`src/rtl/next_pc_unit.sv`:
```
// next_pc_unit: program-counter sequencer with conditional branch, call,
// return, sticky halt, registered flush pulse and an optional hardware
// return-address stack (enabled by defining NEXT_PC_RAS_EN).
module next_pc_unit #(
  parameter int unsigned PC_W      = 16,
  parameter int unsigned RAS_DEPTH = 4,
  parameter int unsigned RESET_PC  = 0
) (
  input  logic                             clk,
  input  logic                             rst,
  input  logic                             stall,
  input  logic                             branch,
  input  logic                             call,
  input  logic                             ret,
  input  logic                             halt,
  input  logic [2:0]                       cond,
  input  logic                             z,
  input  logic                             v,
  input  logic                             n,
  input  logic [PC_W-1:0]                  b_imm,
  input  logic [PC_W-1:0]                  c_imm,
  input  logic [PC_W-1:0]                  ret_reg,
  output logic [PC_W-1:0]                  pc,
  output logic                             flush,
  output logic                             halted,
  output logic                             ras_miss,
  output logic [$clog2(RAS_DEPTH+1)-1:0]   ras_count
);

  localparam int unsigned CNT_W = $clog2(RAS_DEPTH + 1);

  typedef enum logic {
    RUN    = 1'b0,
    HALTED = 1'b1
  } state_t;

  state_t            state_q, state_d;
  logic [PC_W-1:0]   pc_d;
  logic [PC_W-1:0]   seq;
  logic              flush_d;
  logic              halted_d;
  logic              taken;

`ifdef NEXT_PC_RAS_EN
  localparam int unsigned PTR_W = (RAS_DEPTH > 1) ? $clog2(RAS_DEPTH) : 1;

  logic [PC_W-1:0]   ras_mem [RAS_DEPTH];
  logic [PTR_W-1:0]  wp_q, wp_d;
  logic [PTR_W-1:0]  wp_inc;
  logic [PTR_W-1:0]  top_idx;
  logic [CNT_W-1:0]  cnt_d;
  logic              miss_d;
  logic              push;

  // Circular pointer arithmetic; wp_q is the next slot to write, top is newest
  always_comb begin
    wp_inc  = (wp_q == PTR_W'(RAS_DEPTH - 1)) ? '0 : wp_q + PTR_W'(1);
    top_idx = (wp_q == '0) ? PTR_W'(RAS_DEPTH - 1) : wp_q - PTR_W'(1);
  end
`endif

  // Branch condition evaluation from the flags
  always_comb begin
    taken = 1'b0;
    case (cond)
      3'b000:  taken = !z;
      3'b001:  taken = z;
      3'b010:  taken = !n && !z;
      3'b011:  taken = n;
      3'b100:  taken = z || (!n && !z);
      3'b101:  taken = n || z;
      3'b110:  taken = v;
      default: taken = 1'b1;
    endcase
  end

  // Next-state / next-pc resolution with branch > call > ret > halt priority
  always_comb begin
    state_d  = state_q;
    pc_d     = pc;
    flush_d  = 1'b0;
    halted_d = halted;
    seq      = pc + PC_W'(1);
`ifdef NEXT_PC_RAS_EN
    wp_d     = wp_q;
    cnt_d    = ras_count;
    miss_d   = 1'b0;
    push     = 1'b0;
`endif
    if (state_q == RUN && !stall) begin
      if (branch) begin
        if (taken) begin
          pc_d    = seq + b_imm;
          flush_d = 1'b1;
        end else begin
          pc_d = seq;
        end
      end else if (call) begin
        pc_d    = seq + c_imm;
        flush_d = 1'b1;
`ifdef NEXT_PC_RAS_EN
        push    = 1'b1;
        wp_d    = wp_inc;
        if (ras_count != CNT_W'(RAS_DEPTH)) cnt_d = ras_count + CNT_W'(1);
`endif
      end else if (ret) begin
        flush_d = 1'b1;
`ifdef NEXT_PC_RAS_EN
        if (ras_count != '0) begin
          pc_d  = ras_mem[top_idx];
          wp_d  = top_idx;
          cnt_d = ras_count - CNT_W'(1);
        end else begin
          pc_d   = ret_reg;
          miss_d = 1'b1;
        end
`else
        pc_d    = ret_reg;
`endif
      end else if (halt) begin
        state_d  = HALTED;
        halted_d = 1'b1;
      end else begin
        pc_d = seq;
      end
    end
  end

  // State, pc and pulse registers
  always_ff @(posedge clk) begin
    if (rst) begin
      state_q   <= RUN;
      pc        <= PC_W'(RESET_PC);
      flush     <= 1'b0;
      halted    <= 1'b0;
`ifdef NEXT_PC_RAS_EN
      wp_q      <= '0;
      ras_count <= '0;
      ras_miss  <= 1'b0;
`endif
    end else begin
      state_q   <= state_d;
      pc        <= pc_d;
      flush     <= flush_d;
      halted    <= halted_d;
`ifdef NEXT_PC_RAS_EN
      wp_q      <= wp_d;
      ras_count <= cnt_d;
      ras_miss  <= miss_d;
`endif
    end
  end

`ifdef NEXT_PC_RAS_EN
  // Return-address storage; contents are don't-care once ras_count is cleared
  always_ff @(posedge clk) begin
    if (!rst && push) ras_mem[wp_q] <= seq;
  end
`else
  assign ras_count = '0;
  assign ras_miss  = 1'b0;
`endif

endmodule

```
`config.mk`:
```
export PLATFORM = sky130hd
export DESIGN_NAME = next_pc_unit
export DESIGN_NICKNAME = d
export VERILOG_FILES = /design/src/rtl/next_pc_unit.sv
export SDC_FILE = /design/constraint.sdc
export NUM_CORES = 1
export LEC_CHECK = 0
export CORE_ASPECT_RATIO = 1.1
export CORE_MARGIN = 5
export CORE_UTILIZATION = 53
export DETAILED_ROUTE_END_ITERATION = 10
export PLACE_DENSITY = 0.87
export SLEW_MARGIN = 0
export SYNTH_ARGS = -nofsm -noshare
export SYNTH_HDL_FRONTEND = slang
export SYNTH_SLANG_ARGS = --single-unit
```
`constraint.sdc`:
```
create_clock -name clk -period 7.29 [get_ports clk]
set_input_delay 0.729 -clock clk [delete_from_list [all_inputs] [get_ports clk]]
set_output_delay 0.729 -clock clk [all_outputs]
set_load 0.05 [all_outputs]
```
==> results of run 1 <==
-- cell families (layout without fill, tap and decap cells) --
group	after synthesis	count (layout)	share of synthesized area, %
and+or+nand+nor	135	135	21.7
buffers and inverters	24	94	3.61
other	1	4	0.127
AOI/OAI and AO/OA	125	125	28.5
adders and majority gates	41	41	17.9
DFF	18	18	12.2
muxes	10	10	3.48
xor gates and xnor gates	41	41	12.4
-- report_power, final --
group | switching (mW) | internal (mW) | total [mW]
Combinational | 0.199 | 0.153 | 0.352
Clock | 0.0359 | 0.0480 | 0.0839
Sequential | 0.0153 | 0.108 | 0.123
-- registers in the layout, summed over array words and instances (netlist names) --
name	flops
pc	16
flush	1
state_q	1
-- layout make-up --
cell class	instances	area (um2)	share of cell area (%)
well taps	75	93.8	2.45
multi-input cells	356	2490	65.0
clock buffers	4	55.1	1.44
repair buffers	79	788	20.6
flip-flops and latches	18	360	9.41
inverters	11	41.3	1.08
-- layer usage --
| layer | vias up | share of wire, % | wire length, um |
|---|---|---|---|
| li1 | 1604 | - | - |
| met1 | 1471 | 39 | 3550 |
| met2 | 152 | 52 | 4670 |
| met3 | 14 | 7.5 | 675 |
| met4 | 0 | 1.6 | 149 |
| met5 | - | 0 | 0 |
-- worst min-delay path by stage --
stage          slack, ps                 end            startpoint
2_1_floorplan        700  pc[5]$_SDFFE_PP0P_    pc[5]$_SDFFE_PP0P_
3_3_place_gp         470    flush$_SDFF_PP0_  state_q$_SDFFE_PP0P_
3_5_place_dp         480    flush$_SDFF_PP0_  state_q$_SDFFE_PP0P_
4_1_cts              510    flush$_SDFF_PP0_  state_q$_SDFFE_PP0P_
5_1_grt              540    flush$_SDFF_PP0_  state_q$_SDFFE_PP0P_
6_report             510    flush$_SDFF_PP0_  state_q$_SDFFE_PP0P_
-- stage by stage --
stage | hold WS, ps | utilization, % | power (mW)
6_report | 506 | 71.0 | 0.559
5_1_grt | 540 | 71.0 | 0.598
4_1_cts | 506 | 71.0 | 0.558
3_5_place_dp | 485 | 69.9 | 0.472
3_3_place_gp | 471 | 69.9 | 0.467
2_1_floorplan | 702 | - | 0.365
-- worst max-delay path: stages, from the launching register on --
cell and delay (ps):
dfxtp_1 490, ha_1 310, and3_1 280, nand4_1 150
xnor2_1 360, ha_1 360, o21ai_0 270, nor2_1 80
o211ai_1 180, nand3_1 130, a31oi_1 350, xnor2_1 140
a221oi_2 270, nor3_1 60
-- cell usage after synthesis, types with 11 or more instances --
cell	n
dfxtp_1	18
inv_1	11
xor2_1	14
xnor2_1	26
a21oi_1	29
nand3_1	13
nand2_1	43
nor3_1	11
a211oi_1	12
nor2_1	38
o21ai_0	26
ha_1	39
==> qor.txt, run 1 <==
Startpoint Class: flop
Max Cap Violations: 0
Yosys top cell area share: 16.6%
CTS Buf Count: 3
Dpl ws: 3770 ps
Fin. Hold Viols: 0
Vias per cell: 5.97
Layout cell share with drive strength beyond 1: 3.63%
Non-Filler Instances: 543
Min-delay worst type: reg -> reg
Post-synth ARST share: 0%
Achievable frequency: 0.279 GHz
Max_slew headroom: 47.2%
Synth Cell Area: 2950 um2
Setup_tns: 0 ps
Status: finished, final reports clean
RSZ-0062 raised after global routing: no
Initial antenna violation count: 0
Setup ws final: 3710 ps
CORE AREA: 5400 um2
Starting Density: 54.6%
DR vias: 3241
Main synth FF type: dfxtp_1
Area Overhead vs Synth: 30.0%
Least-Margin Pin Slew: 786 ps
Most Crowded Layer GR: met2
Nets: 571
CTS Buffer Depth: 2
Crit path capture: pc[15]$_SDFFE_PP0P_
CTS Hold Bufs: 0
CTS root buf: clkbuf_8
GRT overflow: 0
H-tree depth: 1
Largest net degree at the start of global routing: 22
Die Wd: 81.1 um
R2R depth: 13
Row count: 28
Worst r2r src: pc[0]$_SDFFE_PP0P_
Fin area: 3830 um2
Fraction of the yosys area taken by sequential cells: 12.2%
Met3 Use GR: 2.98%
Yosys Warn Count: 0
Max-slew violations: 0
Fin crit share: 49.1%
Pwr/cell area: 146 nW/um2
Port-buffer cells: 78
Distinct cells, synth: 58
CTS tree: yes
Most common cell after layout, fill and taps aside: clkdlybuf4s50_1
Number of detailed-route iterations in the first pass: 5
Die H: 88.2 um
WP data arrival: 3700 ps
GRT Util Overall: 24.7%
Pleak: 1.60 nW
Diodes inserted: 0
Clk pin slew, worst setup/hold paths: 80 ps
Post_cts resized: 0
Clock Skew: 6.66 ps
Placed insts: 539
First-pass GRT wire length: 13800 um
GR Util met2: 47.0%
Met1 Resource Use GR: 29.4%
Worst setup startpoint: pc[0]$_SDFFE_PP0P_
Fillers: 470
# setup viols final: 0
Req. time, crit path: 7410 ps
Worst Path Max Fanout: 9
DRT Wirelength: 9040 um
Placer Congestion: 0.923
Drt wl/cell: 16.6 um
Setup bufs post-CTS: 0
Crit end category: flop
Antenna Nets Post-Route: 0
DRC: 0
Clk Latency, worst-skew pair: 260 ps
Vias in the first global route: 2934
Min Tclk post-route: 3580 ps
Commonest cells after routing, fill and taps aside: 78 x clkdlybuf4s50_1, 43 x nand2_1, 39 x ha_1
Die Footprint: 7150 um2
Cells after Synth: 395
Synth top area cells: ha_1 17%, dfxtp_1 12%, xnor2_1 7.7%
Io pins: 83
FF-to-FF End: pc[15]$_SDFFE_PP0P_
FF+latch count, synth: 18
R2R setup slack: 3710 ps
Post-DP HPWL: 7350 um
1st-iter DRT viols: 284
CP Class: reg -> reg
Area after DPL: 3770 um2
Largest area contributor in the netlist: ha_1
Sink Count: 18
Max VDD drop: 111 uV
Worst Hold Depth: 1
Post-synth EDFFs: 0
Avg Inst Size Synth: 7.46 um2
Note: power is estimated with default switching activity, not from simulation.
==> inputs of run 2 (changes only) <==
Settings changed: CORE_UTILIZATION 53 to 50, PLACE_DENSITY 0.87 to 0.83.
Clock period 7.29 ns to 3.7 ns, I/O delays scaled along.
==> run 2 against run 1 <==
Compared with the run above:
- worst hold slack got worse by 8.1 ps
- global-route usage shrank 0.71 points
- count of clock-buffer cells in the layout is 1 lower
- cell area grew 1.3%
- first-iteration DRC count increased by 2.5%
- register-to-register slack worse by 3400 ps
- sequential share of layout area is 0.12 points lower
==> qor.txt, run 2 (synthesis results as in run 1) <==
Max-slew violations: 0 (unchanged)
Die H: 90.5 um (was 88.2 um)
Diodes inserted: 0 (unchanged)
DR vias: 3335 (was 3241)
Worst Path Max Fanout: 8 (was 9)
Placer Congestion: 0.923 (about the same)
Min-delay worst type: reg -> reg (unchanged)
Largest net degree at the start of global routing: 21 (was 22)
First-pass GRT wire length: 15000 um (was 13800 um)
Max_slew headroom: 47.4% (was 47.2%)
Met3 Use GR: 4.38% (was 2.98%)
Fillers: 526 (was 470)
Pwr/cell area: 282 nW/um2 (was 146 nW/um2)
CP Class: reg -> reg (unchanged)
Clk Latency, worst-skew pair: 260 ps (about the same)
Startpoint Class: flop (unchanged)
Sink Count: 18 (unchanged)
Vias per cell: 6.06 (was 5.97)
Clk pin slew, worst setup/hold paths: 80 ps (about the same)
Drt wl/cell: 17.3 um (was 16.6 um)
GRT Util Overall: 24.0% (was 24.7%)
CTS tree: yes (unchanged)
H-tree depth: 1 (unchanged)
CTS Buf Count: 3 (unchanged)
Final hold slack: 498 ps (was 506 ps)
Slowest-stage cell, CP: dfxtp_1 (unchanged)
Area after DPL: 3820 um2 (was 3770 um2)
Antenna Nets Post-Route: 0 (unchanged)
Fin area: 3880 um2 (was 3830 um2)
CORE AREA: 5730 um2 (was 5400 um2)
Setup_tns: 0 ps (unchanged)
Min Tclk post-route: 3380 ps (was 3580 ps)
Initial antenna violation count: 0 (unchanged)
CTS root buf: clkbuf_8 (unchanged)
Most common cell after layout, fill and taps aside: clkdlybuf4s50_1 (unchanged)
Fin. Hold Viols: 0 (unchanged)
CTS Buffer Depth: 2 (unchanged)
GRT overflow: 0 (unchanged)
Setup bufs post-CTS: 0 (unchanged)
Die Footprint: 7530 um2 (was 7150 um2)
Achievable frequency: 0.296 GHz (was 0.279 GHz)
Placed insts: 547 (was 539)
R2R setup slack: 320 ps (was 3710 ps)
Total power: 1.09 mW (was 0.559 mW)
Vias in the first global route: 3146 (was 2934)
Pleak: 1.63 nW (was 1.60 nW)
Io pins: 83 (unchanged)
Met1 Resource Use GR: 28.1% (was 29.4%)
Largest registers: pc x16, flush x1, state_q x1 (unchanged)
Max FFs per register: 16 (unchanged)
Post-DP HPWL: 7780 um (was 7350 um)
DRT Wirelength: 9540 um (was 9040 um)
Clock Skew: 13.0 ps (was 6.66 ps)
WP data arrival: 3530 ps (was 3700 ps)
Req. time, crit path: 3850 ps (was 7410 ps)
Most Crowded Layer GR: met2 (unchanged)
Row count: 29 (was 28)
DRC: 0 (unchanged)
Starting Density: 51.4% (was 54.6%)
Crit-path cells: and4_1, and3_1, nand2_1, xnor2_1, buf_4, ha_1, and2_1, o21ai_0, o211ai_1, a311oi_1, xnor2_1, a221oi_2, nor3_1 (was ha_1, and3_1, nand4_1, xnor2_1, ha_1, o21ai_0, nor2_1, o211ai_1, nand3_1, a31oi_1, xnor2_1, a221oi_2, nor3_1)
Fin crit share: 91.4% (was 49.1%)
Nets: 577 (was 571)
Max Cap Violations: 0 (unchanged)
Layout cell share with drive strength beyond 1: 5.07% (was 3.63%)
Port-buffer cells: 78 (unchanged)
Top reg by flops: pc (unchanged)
CTS Hold Bufs: 0 (unchanged)
Die Wd: 83.2 um (was 81.1 um)
Commonest cells after routing, fill and taps aside: 78 x clkdlybuf4s50_1, 43 x nand2_1, 39 x ha_1 (unchanged)
Max VDD drop: 227 uV (was 111 uV)
Non-Filler Instances: 550 (was 543)
# setup viols final: 0 (unchanged)
Cell mode on critical path: xnor2_1
Status: finished, final reports clean (unchanged)
Crit-path max cell delay: 480 ps (was 490 ps)
RSZ-0062 raised after global routing: no (unchanged)
Crit end category: flop (unchanged)
Number of detailed-route iterations in the first pass: 7 (was 5)
1st-iter DRT viols: 291 (was 284)
Area Overhead vs Synth: 31.6% (was 30.0%)
Least-Margin Pin Slew: 783 ps (was 786 ps)
GR Util met2: 44.1% (was 47.0%)
==> run 2: cell type report <==
class / count / area [um2] / share of cell area [%]
timing repair buffer: 85 / 833 / 21.5
multi-input combinational: 356 / 2500 / 64.6
inverter: 11 / 41.3 / 1.06
clock buffer: 3 / 41.3 / 1.06
sequential: 18 / 360 / 9.29
tap: 77 / 96.3 / 2.48
==> run 2: path summary, 6_finish.rpt <==
check	from	to	depth (start not counted)
max	pc[2]$_SDFFE_PP0P_	pc[15]$_SDFFE_PP0P_	13
min	state_q$_SDFFE_PP0P_	flush$_SDFF_PP0_	1
max reg2reg	pc[2]$_SDFFE_PP0P_	pc[15]$_SDFFE_PP0P_	13
min reg2reg	state_q$_SDFFE_PP0P_	flush$_SDFF_PP0_	1
==> run 2: what timing repair did <==
| item | CTS | global route |
|---|---|---|
| endpoints found under the setup margin | 0 | 1 |
| resized for setup | 0 | 2 |
| endpoints found under the hold margin | 0 | 0 |
==> run 2: where the power goes <==
group / total (mW) / leakage, nW / switching [mW] / internal, mW
Combinational: 0.707 / 1.46 / 0.400 / 0.307
Clock: 0.141 / 0.0216 / 0.0683 / 0.0724
Sequential: 0.244 / 0.148 / 0.0313 / 0.212
Total: 1.09 / 1.63 / 0.500 / 0.592
==> run 2: worst max-delay path, delay by kind of cell, from the launching register on <==
family / cells / cell delay (ps)
buffers and inverters: 1 / 160
adders and majority gates: 1 / 340
and+or+nand+nor: 5 / 910
DFF: 1 / 480
AOI/OAI and AO/OA: 4 / 1100
xor gates and xnor gates: 2 / 290
==> run 2: per-layer routing <==
layer  routed length [um]  share of wire [%]  vias up
met2                 4850                 51      145
met3                  656                6.9       18
met5                    0                  0        -
li1                     -                  -     1615
met1                 3820                 40     1557
met4                  211                2.2        0
==> run 2: per-stage QoR <==
stage | setup slack [ps] | utilization (%)
6_report | 318 | 67.6
5_1_grt | 48.4 | 67.6
4_1_cts | 223 | 67.4
3_5_place_dp | 234 | 66.7
3_3_place_gp | 297 | 66.7
2_1_floorplan | 369 | -
==> inputs of run 3 (changes only) <==
Settings changed: CORE_MARGIN 5 to 2.
==> run 3 against run 2 <==
Compared with the run above:
- clock skew increased by 1.9 ps
- routed wire length fell by 1.9%
- total power increased by 2.4%
- via count fell by 0.75%
- sequential power is essentially flat
- worst hold slack better by 5.2 ps
- critical endpoint unchanged
- utilization down 0.13 points
- largest cell class unchanged
- critical path type unchanged
- sequential share of layout area grew 0.050 points
==> qor.txt, run 3 (synthesis results as in run 1) <==
CORE AREA: 5730 um2 (unchanged)
Commonest cells after routing, fill and taps aside: 78 x clkdlybuf4s50_1, 43 x nand2_1, 39 x ha_1 (unchanged)
H-tree depth: 1 (unchanged)
Startpoint Class: flop (unchanged)
Layout cell share with drive strength beyond 1: 4.86% (was 5.07%)
Post-DP HPWL: 7590 um (was 7780 um)
Drt wl/cell: 17.0 um (was 17.3 um)
Min-delay src: state_q$_SDFFE_PP0P_ (unchanged)
GRT overflow: 0 (unchanged)
DRC: 0 (unchanged)
Vias in the first global route: 3260 (was 3146)
CTS Buf Count: 3 (unchanged)
Achievable frequency: 0.297 GHz (was 0.296 GHz)
CTS Buffer Depth: 2 (unchanged)
Req. time, crit path: 3830 ps (was 3850 ps)
Min Tclk post-route: 3370 ps (was 3380 ps)
Die Wd: 77.2 um (was 83.2 um)
Crit-path max cell delay: 450 ps (was 480 ps)
Max Cap Violations: 0 (unchanged)
CTS root buf: clkbuf_8 (unchanged)
Worst Hold Depth: 1 (unchanged)
Max-slew violations: 0 (unchanged)
Die Footprint: 6520 um2 (was 7530 um2)
R2R depth: 13 (unchanged)
Largest net degree at the start of global routing: 21 (unchanged)
Die H: 84.5 um (was 90.5 um)
CTS Hold Bufs: 0 (unchanged)
Family with the most delay on the worst path: compound AO/OA/AOI/OAI gates (unchanged)
Fin. Hold Viols: 0 (unchanged)
Port-buffer cells: 78 (unchanged)
Sink Count: 18 (unchanged)
Diodes inserted: 0 (unchanged)
Starting Density: 51.4% (unchanged)
Worst Hold End: flush$_SDFF_PP0_ (unchanged)
Clk Latency, worst-skew pair: 270 ps (was 260 ps)
Status: finished, final reports clean (unchanged)
Worst r2r src: pc[1]$_SDFFE_PP0P_ (was pc[2]$_SDFFE_PP0P_)
Max_slew headroom: 45.5% (was 47.4%)
GRT Util Overall: 28.7% (was 24.0%)
Max FFs per register: 16 (unchanged)
Fin area: 3870 um2 (was 3880 um2)
Placer Congestion: 0.958 (was 0.923)
Least-Margin Pin Slew: 812 ps (was 783 ps)
FF-to-FF End: pc[15]$_SDFFE_PP0P_ (unchanged)
1st-iter DRT viols: 193 (was 291)
Crit end category: flop (unchanged)
CTS tree: yes (unchanged)
DRT Wirelength: 9360 um (was 9540 um)
Worst Path Max Fanout: 6 (was 8)
Worst Path Buf+Inv: 0 (was 1)
Setup bufs post-CTS: 0 (unchanged)
Fin crit share: 91.1% (was 91.4%)
Setup_tns: 0 ps (unchanged)
WP data arrival: 3510 ps (was 3530 ps)
Vias per cell: 6.02 (was 6.06)
Area Overhead vs Synth: 31.4% (was 31.6%)
Slowest-stage cell, CP: dfxtp_1 (unchanged)
Pwr/cell area: 289 nW/um2 (was 282 nW/um2)
Pleak: 1.63 nW (about the same)
Min-delay worst type: reg -> reg (unchanged)
Row count: 29 (unchanged)
RSZ-0062 raised after global routing: no (unchanged)
Nets: 576 (was 577)
Io pins: 83 (unchanged)
Number of detailed-route iterations in the first pass: 7 (unchanged)
Area after DPL: 3810 um2 (was 3820 um2)
DR vias: 3310 (was 3335)
# setup viols final: 0 (unchanged)
Largest registers: pc x16, flush x1, state_q x1 (unchanged)
Antenna Nets Post-Route: 0 (unchanged)
Clock Skew: 14.9 ps (was 13.0 ps)
Top reg by flops: pc (unchanged)
Clk pin slew, worst setup/hold paths: 80 ps (about the same)
Initial antenna violation count: 0 (unchanged)
Crit-path cells: ha_1, and3_1, nand4_1, xnor2_1, ha_1, o21ai_0, nor2_1, o211ai_1, nand3_1, a31oi_1, xnor2_1, a221oi_2, nor3_1 (was and4_1, and3_1, nand2_1, xnor2_1, buf_4, ha_1, and2_1, o21ai_0, o211ai_1, a311oi_1, xnor2_1, a221oi_2, nor3_1)
CP Class: reg -> reg (unchanged)
First-pass GRT wire length: 15100 um (was 15000 um)
R2R setup slack: 330 ps (was 320 ps)
Most common cell after layout, fill and taps aside: clkdlybuf4s50_1 (unchanged)
Max VDD drop: 229 uV (was 227 uV)
run 3: per-stage QoR:
stage	setup slack, ps	utilization (%)	std cells	hold WS, ps	power [mW]
global placement	366	66.5	546	483	0.931
global route	43.3	67.5	550	525	1.19
detailed placement	250	66.5	546	481	0.943
floorplan	369	-	398	442	0.719
finish	328	67.5	550	503	1.12
CTS	249	67.5	550	504	1.11
run 3: how the worst max path moves through the flow:
stage	depth (start not counted)	end	start
2_1_floorplan	12	pc[11]$_SDFFE_PP0P_	pc[0]$_SDFFE_PP0P_
3_3_place_gp	13	pc[15]$_SDFFE_PP0P_	pc[0]$_SDFFE_PP0P_
3_5_place_dp	13	pc[15]$_SDFFE_PP0P_	pc[0]$_SDFFE_PP0P_
4_1_cts	13	pc[15]$_SDFFE_PP0P_	pc[0]$_SDFFE_PP0P_
5_1_grt	13	pc[15]$_SDFFE_PP0P_	pc[1]$_SDFFE_PP0P_
6_report	13	pc[15]$_SDFFE_PP0P_	pc[1]$_SDFFE_PP0P_
run 3: layout make-up:
| class | count | area [um2] |
|---|---|---|
| Multi-Input combinational cell | 356 | 2490 |
| Fill cell | 534 | 1860 |
| Timing Repair Buffer | 84 | 826 |
| Sequential cell | 18 | 362 |
| Tap cell | 77 | 96.3 |
| Clock buffer | 4 | 55.1 |
| Inverter | 11 | 41.3 |
run 3: routing by layer:
layer | wire, um | track usage [%] | vias up
met2 | 4610 | 50.9 | 142
met5 | 0 | 0 | -
met1 | 3780 | 33.3 | 1512
met3 | 516 | 4.41 | 35
li1 | - | - | 1621
met4 | 460 | 14.8 | 0
run 3: power by group:
part	total, mW	switching [mW]	internal (mW)
clock network	0.169	0.0742	0.0948
registers	0.244	0.0316	0.213
logic	0.705	0.399	0.306
total	1.12	0.505	0.614
run 3: repair_timing:
item                                   4_1_cts  5_1_grt
gates resized for setup                      0        2
endpoints found under the hold margin        0        0
setup endpoints to repair                    0        2
